### src/rtl/ks_audio_pkg.sv
// ============================================================================
// ks_audio_pkg -- shared widths, saturation limits and helpers for the I2S path
// Revision: 1.0
// ============================================================================
`default_nettype none

package ks_audio_pkg;

  localparam int OUT_W      = 24;
  localparam int SLOT_BITS  = 32;
  localparam int FRAME_BITS = 64;
  localparam int SAT_MAX    = 8388607;
  localparam int SAT_MIN    = -8388608;

  localparam int BIT_W      = $clog2(FRAME_BITS);
  localparam int SLOT_IDX_W = $clog2(SLOT_BITS);

  // Attenuate, clamp to the 24-bit output range, then apply mute.
  function automatic logic [OUT_W-1:0] scale_sample(input logic [31:0] din,
                                                    input logic [3:0]  vol,
                                                    input logic        mute);
    logic signed [31:0] s;
    s = $signed(din) >>> vol;
    if (mute)
      return '0;
    if (s > SAT_MAX)
      return OUT_W'(SAT_MAX);
    if (s < SAT_MIN)
      return OUT_W'(SAT_MIN);
    return s[OUT_W-1:0];
  endfunction

  // Bit of the slot word for the new bit position b; (b-1) gives the
  // one-bclk MSB delay relative to the word-select edge.
  function automatic logic slot_bit(input logic [OUT_W-1:0] smp,
                                    input logic [BIT_W-1:0] b);
    logic [SLOT_BITS-1:0]  word;
    logic [BIT_W-1:0]      pos;
    logic [SLOT_IDX_W-1:0] idx;
    word = {smp, {(SLOT_BITS - OUT_W){1'b0}}};
    pos  = b - BIT_W'(1);
    idx  = pos[SLOT_IDX_W-1:0];
    return word[SLOT_IDX_W'(SLOT_BITS - 1) - idx];
  endfunction

endpackage

`default_nettype wire

### src/rtl/ks_sample_fifo.sv
// ============================================================================
// ks_sample_fifo -- synchronous show-ahead sample FIFO with registered level
// Revision: 1.0
// ============================================================================
`default_nettype none

module ks_sample_fifo #(
  parameter int DEPTH = 8,
  parameter int W     = 24,
  parameter int LW    = $clog2(DEPTH + 1)
) (
  input  logic          clk,
  input  logic          reset,
  input  logic          push,
  input  logic [W-1:0]  wdata,
  input  logic          pop,
  output logic [W-1:0]  rdata,
  output logic [LW-1:0] level,
  output logic          full,
  output logic          empty
);

  localparam int AW = $clog2(DEPTH);

  logic [W-1:0]  mem_q [DEPTH];
  logic [W-1:0]  mem_d [DEPTH];
  logic [AW-1:0] wr_ptr_q, wr_ptr_d;
  logic [AW-1:0] rd_ptr_q, rd_ptr_d;
  logic [LW-1:0] level_q, level_d;
  logic          do_push;
  logic          do_pop;

  assign full    = (level_q == LW'(DEPTH));
  assign empty   = (level_q == '0);
  assign do_push = push && !full;
  assign do_pop  = pop && !empty;
  assign rdata   = mem_q[rd_ptr_q];
  assign level   = level_q;

  always_comb begin
    mem_d    = mem_q;
    wr_ptr_d = wr_ptr_q;
    rd_ptr_d = rd_ptr_q;
    level_d  = level_q;
    if (do_push) begin
      mem_d[wr_ptr_q] = wdata;
      wr_ptr_d        = wr_ptr_q + AW'(1);
    end
    if (do_pop)
      rd_ptr_d = rd_ptr_q + AW'(1);
    case ({do_push, do_pop})
      2'b10:   level_d = level_q + LW'(1);
      2'b01:   level_d = level_q - LW'(1);
      default: level_d = level_q;
    endcase
  end

  // Storage needs no reset: the pointers define which entries are valid.
  always_ff @(posedge clk) begin
    mem_q <= mem_d;
  end

  always_ff @(posedge clk or posedge reset) begin
    if (reset) begin
      wr_ptr_q <= '0;
      rd_ptr_q <= '0;
      level_q  <= '0;
    end else begin
      wr_ptr_q <= wr_ptr_d;
      rd_ptr_q <= rd_ptr_d;
      level_q  <= level_d;
    end
  end

endmodule

`default_nettype wire

### src/rtl/ks_i2s_out.sv
// ============================================================================
// ks_i2s_out -- scales samples into a FIFO and serializes them as mono I2S
// Revision: 1.0
// ============================================================================
`default_nettype none

module ks_i2s_out
  import ks_audio_pkg::*;
#(
  parameter int DIV_BCLK   = 4,
  parameter int FIFO_DEPTH = 8
) (
  input  logic        clk,
  input  logic        reset,
  input  logic [31:0] din,
  input  logic        din_valid,
  output logic        din_ready,
  input  logic [3:0]  volume,
  input  logic        mute,
  output logic        i2s_bclk,
  output logic        i2s_lrclk,
  output logic        i2s_sdata,
  output logic [3:0]  fifo_level,
  output logic        underrun,
  output logic [7:0]  underrun_cnt
);

  localparam int         LVL_W    = $clog2(FIFO_DEPTH + 1);
  localparam logic [7:0] DIV_LAST = 8'(DIV_BCLK - 1);

  logic [7:0]       div_cnt_q, div_cnt_d;
  logic [BIT_W-1:0] bit_cnt_q, bit_cnt_d;
  logic [BIT_W-1:0] b;
  logic             bclk_q, bclk_d;
  logic             lrclk_q, lrclk_d;
  logic             sdata_q, sdata_d;
  logic             underrun_q, underrun_d;
  logic [7:0]       underrun_cnt_q, underrun_cnt_d;
  logic [OUT_W-1:0] sample_q, sample_d;

  logic             push;
  logic             pop_req;
  logic             fifo_full;
  logic             fifo_empty;
  logic [OUT_W-1:0] fifo_rdata;
  logic [OUT_W-1:0] scaled;
  logic [LVL_W-1:0] fifo_lvl;

  // Ready comes from the registered level only; reset holds the level at 0.
  assign din_ready = !fifo_full;
  assign push      = din_valid && din_ready;
  assign scaled    = scale_sample(din, volume, mute);

  ks_sample_fifo #(
    .DEPTH (FIFO_DEPTH),
    .W     (OUT_W),
    .LW    (LVL_W)
  ) u_fifo (
    .clk   (clk),
    .reset (reset),
    .push  (push),
    .wdata (scaled),
    .pop   (pop_req),
    .rdata (fifo_rdata),
    .level (fifo_lvl),
    .full  (fifo_full),
    .empty (fifo_empty)
  );

  always_comb begin
    div_cnt_d      = div_cnt_q + 8'd1;
    bclk_d         = bclk_q;
    bit_cnt_d      = bit_cnt_q;
    lrclk_d        = lrclk_q;
    sdata_d        = sdata_q;
    sample_d       = sample_q;
    underrun_d     = 1'b0;
    underrun_cnt_d = underrun_cnt_q;
    pop_req        = 1'b0;
    b              = bit_cnt_q + BIT_W'(1);
    if (div_cnt_q == DIV_LAST) begin
      div_cnt_d = '0;
      bclk_d    = ~bclk_q;
      if (bclk_q) begin
        bit_cnt_d = b;
        lrclk_d   = b[BIT_W-1];
        // Frame start: fetch one sample, shared by left and right slots.
        if (b == BIT_W'(1)) begin
          pop_req = 1'b1;
          if (fifo_empty) begin
            sample_d   = '0;
            underrun_d = 1'b1;
            if (underrun_cnt_q != 8'hFF)
              underrun_cnt_d = underrun_cnt_q + 8'd1;
          end else begin
            sample_d = fifo_rdata;
          end
        end
        sdata_d = slot_bit(sample_d, b);
      end
    end
  end

  always_ff @(posedge clk or posedge reset) begin
    if (reset) begin
      div_cnt_q      <= '0;
      bit_cnt_q      <= '0;
      bclk_q         <= 1'b0;
      lrclk_q        <= 1'b0;
      sdata_q        <= 1'b0;
      sample_q       <= '0;
      underrun_q     <= 1'b0;
      underrun_cnt_q <= '0;
    end else begin
      div_cnt_q      <= div_cnt_d;
      bit_cnt_q      <= bit_cnt_d;
      bclk_q         <= bclk_d;
      lrclk_q        <= lrclk_d;
      sdata_q        <= sdata_d;
      sample_q       <= sample_d;
      underrun_q     <= underrun_d;
      underrun_cnt_q <= underrun_cnt_d;
    end
  end

  assign i2s_bclk     = bclk_q;
  assign i2s_lrclk    = lrclk_q;
  assign i2s_sdata    = sdata_q;
  assign fifo_level   = 4'(fifo_lvl);
  assign underrun     = underrun_q;
  assign underrun_cnt = underrun_cnt_q;

endmodule

`default_nettype wire
### config.mk
export PLATFORM = sky130hd
export DESIGN_NAME = ks_i2s_out
export DESIGN_NICKNAME = d
export VERILOG_FILES = /design/src/rtl/ks_audio_pkg.sv /design/src/rtl/ks_sample_fifo.sv /design/src/rtl/ks_i2s_out.sv
export SDC_FILE = /design/constraint.sdc
export NUM_CORES = 1
export LEC_CHECK = 0
export ABC_AREA = 0
export CAP_MARGIN = 0
export CORE_UTILIZATION = 34
export CTS_BUF_LIST = sky130_fd_sc_hd__clkbuf_4 sky130_fd_sc_hd__clkbuf_8 sky130_fd_sc_hd__clkbuf_16
export CTS_CLUSTER_DIAMETER = 100
export CTS_CLUSTER_SIZE = 28
export DETAILED_ROUTE_END_ITERATION = 12
export DONT_BUFFER_PORTS = 1
export GPL_ROUTABILITY_DRIVEN = 0
export PLACE_DENSITY = 0.44
export SYNTH_ARGS = -nofsm -noshare
export SYNTH_HDL_FRONTEND = slang
export SYNTH_SLANG_ARGS = --single-unit
### constraint.sdc
create_clock -name clk -period 8.3 [get_ports clk]
set_clock_uncertainty 0.1 [all_clocks]
set_input_delay 1.245 -clock clk [delete_from_list [all_inputs] [get_ports clk]]
set_output_delay 1.245 -clock clk [all_outputs]
set_load 0.005 [all_outputs]
* Word level (Yosys, flattened, before mapping)
Cells that the tools add are included.
** Word-level totals
- Latch bits :: 0
- Memories :: 0
- Logic and storage cells :: 87
- Flip-flop bits (word level) :: 252
- Bits in writable memories :: 0
- Output and inout bits :: 17
- ROM bits :: 0
** Operators by class
- Multipliers :: 0
- Add/sub/neg operators :: 9
- Multiplexer cells :: 33
- $lt $le $gt $ge :: 6
- Divide/modulo/power cells :: 0
- Reductions and logical operators :: 10
- Equal/unequal tests :: 6
- Shift-type cells :: 1
- Bitwise operators :: 3
** Operators with widths (count)
- two-way mux 24 bit :: 13
- bitwise mux 192 bit :: 1
- binary-select mux 24 bit (select 3 bit) :: 1
- demux 24 bit (select 3 bit) :: 1
- > comparator 32 x 24 -> 1 bit, second input constant :: 1
- < comparator 32 x 24 -> 1 bit, second input constant :: 1
- >>> shifter 32 x 4 -> 32 bit :: 1
- adder 8 x 1 -> 8 bit, second input constant :: 2
- two-way mux 1 bit :: 14
- equality test 8 x 2 -> 1 bit, second input constant :: 1
- greater-or-equal comparator 4 bit, second input constant :: 2
- two-way mux 8 bit :: 1
- inequality test 8 bit, second input constant :: 1
- inverter 3 -> 4 bit :: 2
- case mux 4 bit (2 select lines) :: 1
- adder 3 x 1 -> 3 bit, second input constant :: 2
- adder 6 x 1 -> 6 bit, second input constant :: 1
- equality test 6 x 1 -> 1 bit, second input constant :: 1
- < comparator 5 x 6 -> 1 bit, second input constant :: 1
- binary-select mux 1 bit (select 5 bit) :: 1
- AND reduction 5 bit :: 1
- subtractor 5 x 1 -> 5 bit, second input constant :: 1
- subtractor 5 bit, first input constant :: 1
- adder 4 x 1 -> 4 bit, second input constant :: 1
- other kinds (11) :: 15

* Depth between registers and ports, before layout
- Word-level depth :: 10
- Mapped depth :: 15

* Cells and area by module
From an unflattened synthesis, not the netlist that was laid out.
** Second synthesis, totals
- Cells, all modules :: 806
- Area, all modules :: 12249.2 sq um
** By module, submodules not included
- ks_sample_fifo :: area each 7907.6 sq um, cells each 347, sequential area each 6015.8 sq um, times used 1
- ks_i2s_out :: area each 4341.7 sq um, cells each 459, sequential area each 1226.2 sq um, times used 1

* Worst setup path before layout
OpenSTA, ideal clock, no wires.
- Kind :: input to register
- From :: input din_valid
- To :: register u_fifo.mem_q[168] (netlist bit) (enable)
- Cell stages on the path :: 2
- Path slack :: 3989 ps
- Setup time :: 466 ps
- Arrival :: 3745 ps
- Cells stage by stage :: nand2_1 -> nor4_1
** On the way
- Cells in the longest elaborated chain, start to end :: 2
** Ends and longest elaborated chain
- from (decl) :: RTL line ks_i2s_out.sv:16 : input logic din_valid,
- logical AND 1 bit :: RTL line ks_i2s_out.sv:51 : assign push = din_valid && din_ready;
- logical AND 1 bit :: RTL line ks_sample_fifo.sv:35 : assign do_push = push && !full;
- to (signal assigned) :: RTL line ks_sample_fifo.sv:60 : mem_q <= mem_d;
- to (decl) :: RTL line ks_sample_fifo.sv:25 : logic [W-1:0] mem_q [DEPTH];
Every way passes these cells.
A chain may end at the register's enable or synchronous reset.

* Worst setup path in the final report
- From :: register bit_cnt_q[2]
- To :: register u_fifo.level_q[2] (netlist: u_fifo.level[2])
** On the way
- Cells in the longest elaborated chain, start to end :: 8
- Elaborated cells between the ends (all ways) :: 10
** Ends and longest elaborated chain
- from (decl) :: RTL line ks_i2s_out.sv:32 : logic [BIT_W-1:0] bit_cnt_q, bit_cnt_d;
- from (signal assigned) :: RTL line ks_i2s_out.sv:116 : bit_cnt_q <= bit_cnt_d;
- adder 6 x 1 -> 6 bit (*) :: RTL line ks_i2s_out.sv:80 : b = bit_cnt_q + BIT_W'(1);
- equality test 6 x 1 -> 1 bit (*) :: RTL line ks_i2s_out.sv:88 : if (b == BIT_W'(1)) begin
- two-way mux 1 bit (*) :: RTL line ks_i2s_out.sv:88
- two-way mux 1 bit (*) :: RTL line ks_i2s_out.sv:84 : if (bclk_q) begin
- two-way mux 1 bit (*) :: RTL line ks_i2s_out.sv:81 : if (div_cnt_q == DIV_LAST) begin
- logical AND 1 bit (*) :: RTL line ks_sample_fifo.sv:36 : assign do_pop = pop && !empty;
- via u_fifo.do_pop :: RTL line ks_sample_fifo.sv:31 : logic do_pop;
- equality test 2 x 1 -> 1 bit / equality test 2 bit (equally long branches) :: RTL line ks_sample_fifo.sv:51 : case ({do_push, do_pop})
- case mux 4 bit (2 select lines) / nonzero test 2 bit (equally long branches)
- to (signal assigned) :: RTL line ks_sample_fifo.sv:71 : level_q <= level_d;
- to (decl) :: RTL line ks_sample_fifo.sv:29 : logic [LW-1:0] level_q, level_d;
The timed path passes the listed nets; every way through them passes the cells marked *.

==> run summary <==
outcome = finished clean
clk_lat worst skew = 0.48 ns
Reg area = 7240 sq um
Post CTS Setup Buffer Count = 0
Crit path arrival time = 4.10 ns
area delta synth->final = 7.47%
Worst Setup End Kind = register
Critical Path Source Type = register
htree depth = 1
area of the multi-input gates = 4530 sq um
first-pass GRT wire length = 40.9 mm
Via Count = 6453
Seq pwr share = 0.546
shortest period the worst path allows = 3.84 ns
number of global-route vias before repair = 6747
most common cell after layout, fill and taps aside = edfxtp_1
headroom to the max-slew limit = 0.426
final period utilization = 0.462
largest net degree at the start of global routing = 60
cell chain of the critical path = nand3_1 > or4b_1 > a21oi_2 > buf_4 > and2_4 > and2b_1 > ha_1 > xor2_1 > ha_1 > a21oi_1 > xor2_1 > nor2_1 > xor2_1
Tot GR Track Use = 0.149
number of buffers and inverters on the critical path = 1
Antenna Cells = 0
hold_buf cts = 0
LEAKAGE = 4.54 nW
Finished Layout Cells = 1210
CTS tree = built
clock-pin slew on the worst setup and hold paths = 0.10 ns
first-pass iteration count of the detailed router = 6
initial antenna violation count = 0
layout cells sized above 1 = 0.203
Clock Sinks = 251
io pins = 57
RSZ-0062 raised after global routing = no
Inst Count DP = 1190
Top cell by count, worst path = xor2_1
Die Span Y = 190 microns
Hold Path Class = register to register
Net Sw Power = 0.864 mW
Largest stage delay, worst path = 0.58 ns
Clock Tree Buf Depth = 3
cts repair resizes = 0
power density over cell area = 237 nW/um^2
post-synth top area share = 0.481
Residual DRC = 0
Hold Violations, Final = 0
Netlist cell types = 53
number of synthesized flops with an enable pin = 192
Vias/cell = 5.33
fillers = 3243
#FFs+latches synth = 251
most frequent cells in the layout = edfxtp_1 (192), mux2i_1 (100), mux4_2 (63), dfrtp_1 (57), nor2_1 (50)
Ys Warns = 0
Remaining Overflow, GRT = 0
Critical-path top delay cell = dfrtp_1
worst endpoint required time = 8.56 ns
delay-heaviest family, CP = simple AND/OR/NAND/NOR gates
Place WS = 4.21 ns
worst ir drop on vdd = 109 uV
Fin Setup TNS = 0 ns
f_max = 261 MHz
setup slack after layout = 4.46 ns
Final Slew Violations = 0
post-synthesis instance area = 12000 sq um
Initial Util = 0.347
antenna-violating nets left = 0
Tightest Pin Transition = 0.861 ns
synth top area cells = edfxtp_1 (48%), dfrtp_1 (12%), mux4_2 (12%)
sequential area share after synthesis = 0.604
crit path max fanout = 26
FP Rows = 68
FFs w/ async S/R, synth = 0.235
Int Pwr = 2.19 mW
area of the die = 36000 sq um
Main synth FF type = edfxtp_1
Reg2Reg Depth = 13
top cell type by total area after synthesis = edfxtp_1
Critical Path Stages = 13
Nets = 799
Hold Path Depth = 1
Port Buf Inserts = 0
syn nets = 816
core box area = 34600 sq um
switch share = 0.283
CTS Buf Count = 13
Max-Cap Viols = 0
Syn Area/Cell = 15.6 sq um
Starting DRT DRC Count = 497
final WL = 26.4 mm
power share of the clock group = 0.240
WL per Instance = 21.8 microns
Mapped Cells = 767
CP Class = register to register
setup violators final = 0
Root Driver = clkbuf_16
Combinational Power Share = 0.214
dpl hpwl = 16.3 mm
DIE WIDTH = 190 microns
synthesized netlist by cell type (2+ instances only):
cell type,count
buf_4,4
xor2_1,11
buf_6,5
and2_1,10
buf_2,15
inv_2,2
clkbuf_1,20
buf_1,4
inv_1,5
o21ai_0,5
a311o_1,2
and4_1,3
ha_1,9
mux2i_1,100
mux2_2,31
o211ai_1,3
o21a_1,6
xnor2_1,18
nand4_1,5
a211oi_1,13
nor3_1,10
nor2b_1,4
nor4_1,3
edfxtp_1,192
nand2b_1,14
or2_2,2
nor2_1,53
o31ai_1,2
o221ai_1,2
nor4bb_1,2
nand3_1,7
a211o_1,10
mux4_2,63
nand2_1,18
and3_1,5
a21oi_1,34
dfrtp_1,59
worst register-to-register path: cells and delay by family (launching register included):
kind | cells | cell delay, ns
AOI/OAI and AO/OA | 2 | 0.28
xor gates and xnor gates | 3 | 0.39
adders and majority gates | 2 | 0.49
buffers and inverters | 1 | 0.33
DFF | 1 | 0.58
and+or+nand+nor | 5 | 1.55
kinds of logic (layout without fill, tap and decap cells):
kind of cell	count (synthesis)	in the layout	synth area share
AO/OA/AOI/OAI	83	83	0.0468
XOR/XNOR	29	29	0.0212
adder cells (fa/ha/maj)	9	9	0.00938
buffers and inverters	55	43	0.0231
flip-flops	251	251	0.604
multiplexers	195	195	0.232
AND/OR/NAND/NOR	145	145	0.0642
path summary, 6_finish.rpt:
kind	startpoint	endpoint	slack, ns
worst min-delay path	div_cnt_q[0]$_DFF_PP0_	div_cnt_q[0]$_DFF_PP0_	0.39
min in group asynchronous	reset	u_fifo.level[1]$_DFFE_PP0P_	0.75
worst max register to register	bit_cnt_q[2]$_DFFE_PP0P_	u_fifo.level[2]$_DFFE_PP0P_	4.46
worst max-delay path	bit_cnt_q[2]$_DFFE_PP0P_	u_fifo.level[2]$_DFFE_PP0P_	4.46
worst min register to register	div_cnt_q[0]$_DFF_PP0_	div_cnt_q[0]$_DFF_PP0_	0.39
max in group asynchronous	reset	u_fifo.rd_ptr_q[0]$_DFFE_PP0P_	6.78
stage by stage:
stage                     total power, mW  utilization  hold WS (ns)  area, sq um
after floorplan                      2.15            -         0.348        12000
after global placement               2.35        0.361         0.369        12500
after detailed placement             2.37        0.361         0.376        12500
after CTS                            3.10        0.372         0.390        12900
after global routing                 3.21        0.372         0.419        12900
final                                3.05        0.372         0.390        12900
power groups by stage:
stage / registers, mW / logic [mW] / clock network (mW)
finish: 1.67 / 0.654 / 0.733
global route: 1.69 / 0.724 / 0.799
CTS: 1.67 / 0.673 / 0.759
detailed placement: 1.70 / 0.671 / 0
global placement: 1.69 / 0.667 / 0
floorplan: 1.66 / 0.483 / 0
layout make-up:
| cell class | instances | area share |
|---|---|---|
| clock buffer | 16 | 0.0270 |
| inverter | 7 | 0.00204 |
| tap | 455 | 0.0441 |
| sequential | 251 | 0.562 |
| clock inverter | 4 | 0.00475 |
| multi-input combinational | 461 | 0.351 |
| timing repair buffer | 16 | 0.00931 |
registers in the layout, summed over array words and instances, names as in the netlist:
name / flops
u_fifo.mem_q: 192
sample_q: 24
div_cnt_q: 8
underrun_cnt: 8
bit_cnt_q: 6
u_fifo.level: 4
u_fifo.rd_ptr_q: 3
u_fifo.wr_ptr_q: 3
i2s_bclk: 1
i2s_sdata: 1
underrun: 1
metal layers:
layer | vias to the layer above | routed length [microns] | global-route usage
met4 | 0 | 304 | 0.0267
met2 | 131 | 12800 | 0.252
met1 | 3355 | 12200 | 0.205
met3 | 25 | 1170 | 0.0218
li1 | 2942 | - | -
met5 | - | 0 | 0
Note: power is estimated with default switching activity, not from simulation.
==> patch 1, RTL diff (same settings) <==
Remove the register `underrun_q`: a continuous assignment takes its place, so the output `underrun` follows one clock earlier.
--- a/src/rtl/ks_i2s_out.sv
+++ b/src/rtl/ks_i2s_out.sv
@@ -109,7 +109,6 @@
       lrclk_q        <= 1'b0;
       sdata_q        <= 1'b0;
       sample_q       <= '0;
-      underrun_q     <= 1'b0;
       underrun_cnt_q <= '0;
     end else begin
       div_cnt_q      <= div_cnt_d;
@@ -118,10 +117,11 @@
       lrclk_q        <= lrclk_d;
       sdata_q        <= sdata_d;
       sample_q       <= sample_d;
-      underrun_q     <= underrun_d;
       underrun_cnt_q <= underrun_cnt_d;
     end
   end
+
+  assign underrun_q = underrun_d;
 
   assign i2s_bclk     = bclk_q;
   assign i2s_lrclk    = lrclk_q;
Formal check against the unedited RTL: not equivalent (Yosys sat finds a counterexample within 10 cycles, from zero or initial values and one cycle with reset high).
==> patch 1 against the original RTL <==
Sequential cell count fell by 1. Final area fell by 0.19%. Synthesized area fell by 0.21%. Power fell by 0.64%. Worst setup slack got worse by 0.50 ns. Wire length rose by 0.28%. First-iteration DRC count fell by 23%. Synthesized cell count fell by 0.13%. Global-route usage rose by 0.25 points. Largest cell class unchanged.
==> patch 1: results (changes against the original RTL) <==
Route
  – Drt pass-1 iters: 4 (-2)
  – Via density per instance: 5.274 (-1.1%)
  – Metal2 WL: 12,690 um (-0.97%)
  – WL met3: 1184 um (+1.2%)
  – Total wire length: 26,510 um (+0.28%)
  – Initial drt markers: 382 (-23%)
  – WL per Instance: 21.91 um (+0.28%)
  – Met1 WL: 12,270 um (+1.0%)

Clocking
  – Num CTS Buffers: 13 (unchanged)

Final layout
  – Ratio of cells with drive above 1 in the final layout: 20.40% (+0.13 points)
  – Nets: 798 (-0.13%)
  – P&R area growth vs syn: 7.481% (about the same)
  – ANT cells: 0 (unchanged)

GRT
  – GR Util met1: 21.32% (+0.79 points)
  – Tot GR Track Use: 15.17% (+0.25 points)
  – Vias in the first global route: 6,831 (+1.2%)
  – M3 GR Usage: 1.918% (-0.26 points)
  – M2 GR Usage: 25.27% (+0.064 points)
  – Largest net degree at the start of global routing: 59 (-1.7%)
  – First-pass GRT wire length: 41,590 um (+1.7%)

Synth
  – Synth cell types: 53 (unchanged)
  – Synth cell count leaders: 192 x edfxtp_1, 100 x mux2i_1, 63 x mux4_2, 58 x dfrtp_1, 53 x nor2_1
  – Post-synth ARST share: 23.20% (-0.31 points)
  – Top post-synthesis cells by area: edfxtp_1 48%, dfrtp_1 12%, mux4_2 12%
  – Register area share after synthesis: 60.27% (-0.083 points)
  – Syn nets: 815 (-0.12%)
  – Syn Inst Count: 766 (-0.13%)

STA
  – Slew headroom: 44.44% (+1.8 points)
  – Total negative slack: 0 ns (unchanged)
  – Final Slew Violations: 0 (unchanged)

Worst setup path
  – Top delay family on crit path: simple AND/OR/NAND/NOR gates
  – Worst r2r path cells: 13 (unchanged)
  – Crit path DAT: 2.99 ns (-1.11 ns)
  – Crit-path max cell delay: 0.62 ns (+0.04 ns)

Placed design
  – Cell Area, Placed: 12,460 um2 (-0.20%)
  – Dpl cells: 1,189 (-0.084%)
  – Worst slack at placement: 3.923 ns (-0.2867 ns)
  – Hpwl dp: 16,380 um (+0.25%)

Worst hold path
  – Hold Path Depth: 1 (unchanged)
  – Type of the worst min-delay path: reg2reg

Status
  – Outcome: completed

Power and ir drop
  – Clock network power: 0.722 mW (-2%)
  – VDD IR max: 0.1364 mV (+25%)
  – Sw Share: 28.39% (+0.095 points)
  – PD cells: 235.8 nW/um2 (-0.45%)
  – Leak pwr: 4.525 nW (-0.30%)
patch 1: layout make-up:
cell class | instances | area [um2]
inverters | 7 | 26.28
clock inverters | 2 | 32.53
fillers | 3176 | 21760
flip-flops and latches | 250 | 7219
clock buffers | 19 | 376.6
repair buffers | 16 | 120.1
well taps | 455 | 569.3
multi-input cells | 461 | 4526
patch 1: cells by family after synthesis:
kind of cell	after synthesis	synth area share, %
xor gates and xnor gates	29	2.121
AOI/OAI and AO/OA	83	4.692
adders and majority gates	9	0.9405
DFF	250	60.27
and+or+nand+nor	145	6.437
muxes	195	23.22
buffers and inverters	55	2.320
patch 1: worst paths after layout:
path / start / endpoint / slack [ns]
max: bit_cnt_q[2] / underrun / 3.97
min in group asynchronous: reset / u_fifo.wr_ptr_q[1] / 0.75
min: div_cnt_q[0] / div_cnt_q[0] / 0.40
min reg2reg: div_cnt_q[0] / div_cnt_q[0] / 0.40
max reg2reg: bit_cnt_q[2] / u_fifo.level[2] / 4.32
max in group asynchronous: reset / underrun_cnt[6] / 6.81
==> patch 2, RTL diff (config.mk and constraints unchanged) <==
Made on the original files. `FRAME_BITS`: 64 -> 256.
--- a/src/rtl/ks_audio_pkg.sv
+++ b/src/rtl/ks_audio_pkg.sv
@@ -8,7 +8,7 @@
 
   localparam int OUT_W      = 24;
   localparam int SLOT_BITS  = 32;
-  localparam int FRAME_BITS = 64;
+  localparam int FRAME_BITS = 256;
   localparam int SAT_MAX    = 8388607;
   localparam int SAT_MIN    = -8388608;
 
Formal check against the unedited RTL: same outputs for any inputs over 10 cycles, from zero or initial values and one cycle with reset high; that may be too few to reach the edited logic, so the function may still have changed.
==> patch 2 against the original RTL <==
Worst setup slack improved by 0.14 ns. Sequential power increased by 2%. Clock power decreased by 2%. Final area increased by 1.4%. Count of clock-buffer cells in the layout decreased by 1. Synthesized area increased by 1.4%. Maximum frequency increased by 3.7%. Sequential cell count increased by 2. Power increased by 1.8%. Wire length increased by 11%. Die area increased by 1.4%. Core utilization increased by 0.24 points. Critical path type unchanged. Highest routed layer unchanged.
==> patch 2: results (changes against the original RTL) <==
Status
  – Outcome: completed

Final layout
  – Ratio of cells with drive above 1 in the final layout: 17.19% (-3.1 points)
  – Nets: 878 (+9.9%)

Synth
  – Multiplexer area fraction after synthesis: 18.75% (-4.4 points)
  – Post-synth ARST share: 24.11% (+0.60 points)
  – Synth warn: 0 (unchanged)
  – Xor/xnor share of the synthesized area: 2.446% (+0.33 points)
  – Synth Area in Compound Gates: 7.627% (+2.9 points)
  – Post-synth EDFFs: 192 (unchanged)
  – Synth cell count leaders: 192 x edfxtp_1, 68 x nand2_1, 66 x mux2i_1, 61 x dfrtp_1, 59 x mux4_2
  – Adder-Cell Fraction of Synth Area: 1.028% (+0.089 points)
  – Syn nets: 897 (+9.9%)
  – Register area share after synthesis: 59.90% (-0.45 points)
  – Top post-synthesis cells by area: edfxtp_1 47%, dfrtp_1 13%, mux4_2 11%
  – Synth cell types: 57 (+7.5%)

GRT
  – Vias in the first global route: 7,348 (+8.9%)
  – Initial antenna violation count: 0 (unchanged)
  – Tot GR Track Use: 16.60% (+1.7 points)
  – First-pass GRT wire length: 45,510 um (+11%)

STA
  – Slew headroom: 46.69% (+4.1 points)

Clocking
  – Post_cts resized: 0 (unchanged)

Worst setup path
  – Crit path DAT: 3.94 ns (-0.16 ns)
  – Worst Path Max Fanout: 28 (+7.7%)

Placed design
  – Hpwl dp: 18,840 um (+15%)
  – Worst slack at placement: 4.383 ns (+0.1727 ns)

Route
  – WL per Instance: 22.89 um (+4.8%)
  – Via density per instance: 5.476 (+2.7%)
  – Initial drt markers: 572 (+15%)
  – Drt pass-1 iters: 5 (-1)

Power and ir drop
  – VDD IR max: 0.1647 mV (+50%)
  – Leak pwr: 4.602 nW (+1.4%)
==> patch 2: worst max-delay path: stages (launching register included) <==
cell and delay [ns]:
dfrtp_2 0.86, buf_4 0.62, mux4_2 0.57, a22oi_1 0.60, or4_4 0.25, o211ai_2 0.08
a211oi_1 0.24, or3_1 0.14, nand4_1 0.11
==> patch 2: through the flow <==
| step | cells | hold slack (ns) |
|---|---|---|
| floorplan | 847 | 0.3251 |
| global placement | 1268 | 0.3433 |
| detailed placement | 1268 | 0.3677 |
| CTS | 1287 | 0.3827 |
| global route | 1287 | 0.4036 |
| finish | 1287 | 0.3886 |
==> patch 2: area by class of cell <==
type	count	area (um2)
timing repair buffer	18	135.1
fill	3318	21810
sequential	253	7295
clock buffer	15	340.3
tap	455	569.3
inverter	6	22.52
multi-input combinational	536	4653
clock inverter	4	57.56
==> patch 2: report_power, final <==
group	internal (mW)	leakage [nW]	switching [mW]	total, mW
registers	1.58	2.54	0.121	1.71
logic	0.294	1.87	0.390	0.684
clock network	0.333	0.194	0.386	0.719
total	2.21	4.60	0.897	3.11
==> patch 2: path summary, 6_finish.rpt <==
kind	slack (ns)	start	endpoint	cells past startpoint
worst max-delay path	4.60	u_fifo.rd_ptr_q[0]	i2s_sdata	8
worst min-delay path	0.39	div_cnt_q[7]	div_cnt_q[7]	1
worst max register to register	4.60	u_fifo.rd_ptr_q[0]	i2s_sdata	8
worst min register to register	0.39	div_cnt_q[7]	div_cnt_q[7]	1
max in group asynchronous	6.78	reset	u_fifo.rd_ptr_q[0]	2
min in group asynchronous	0.77	reset	u_fifo.level[2]	2
==> patch 2: cells by family (layout without fill, tap and decap cells) <==
kind of cell	count (synthesis)	in the layout
mux	150	150
simple gates	204	204
buf+inv	58	43
flops	253	253
xor+xnor	34	34
fa+ha+maj	10	10
compound gates	138	138
==> patch 2: routing by layer <==
| layer | track usage (%) | wire (um) | vias to the layer above |
|---|---|---|---|
| met1 | 22.52 | 13420 | 3674 |
| met2 | 28.99 | 14680 | 133 |
| met5 | 0 | 0 | - |
| met3 | 1.928 | 1077 | 17 |
| met4 | 2.503 | 280 | 0 |
| li1 | - | - | 3224 |
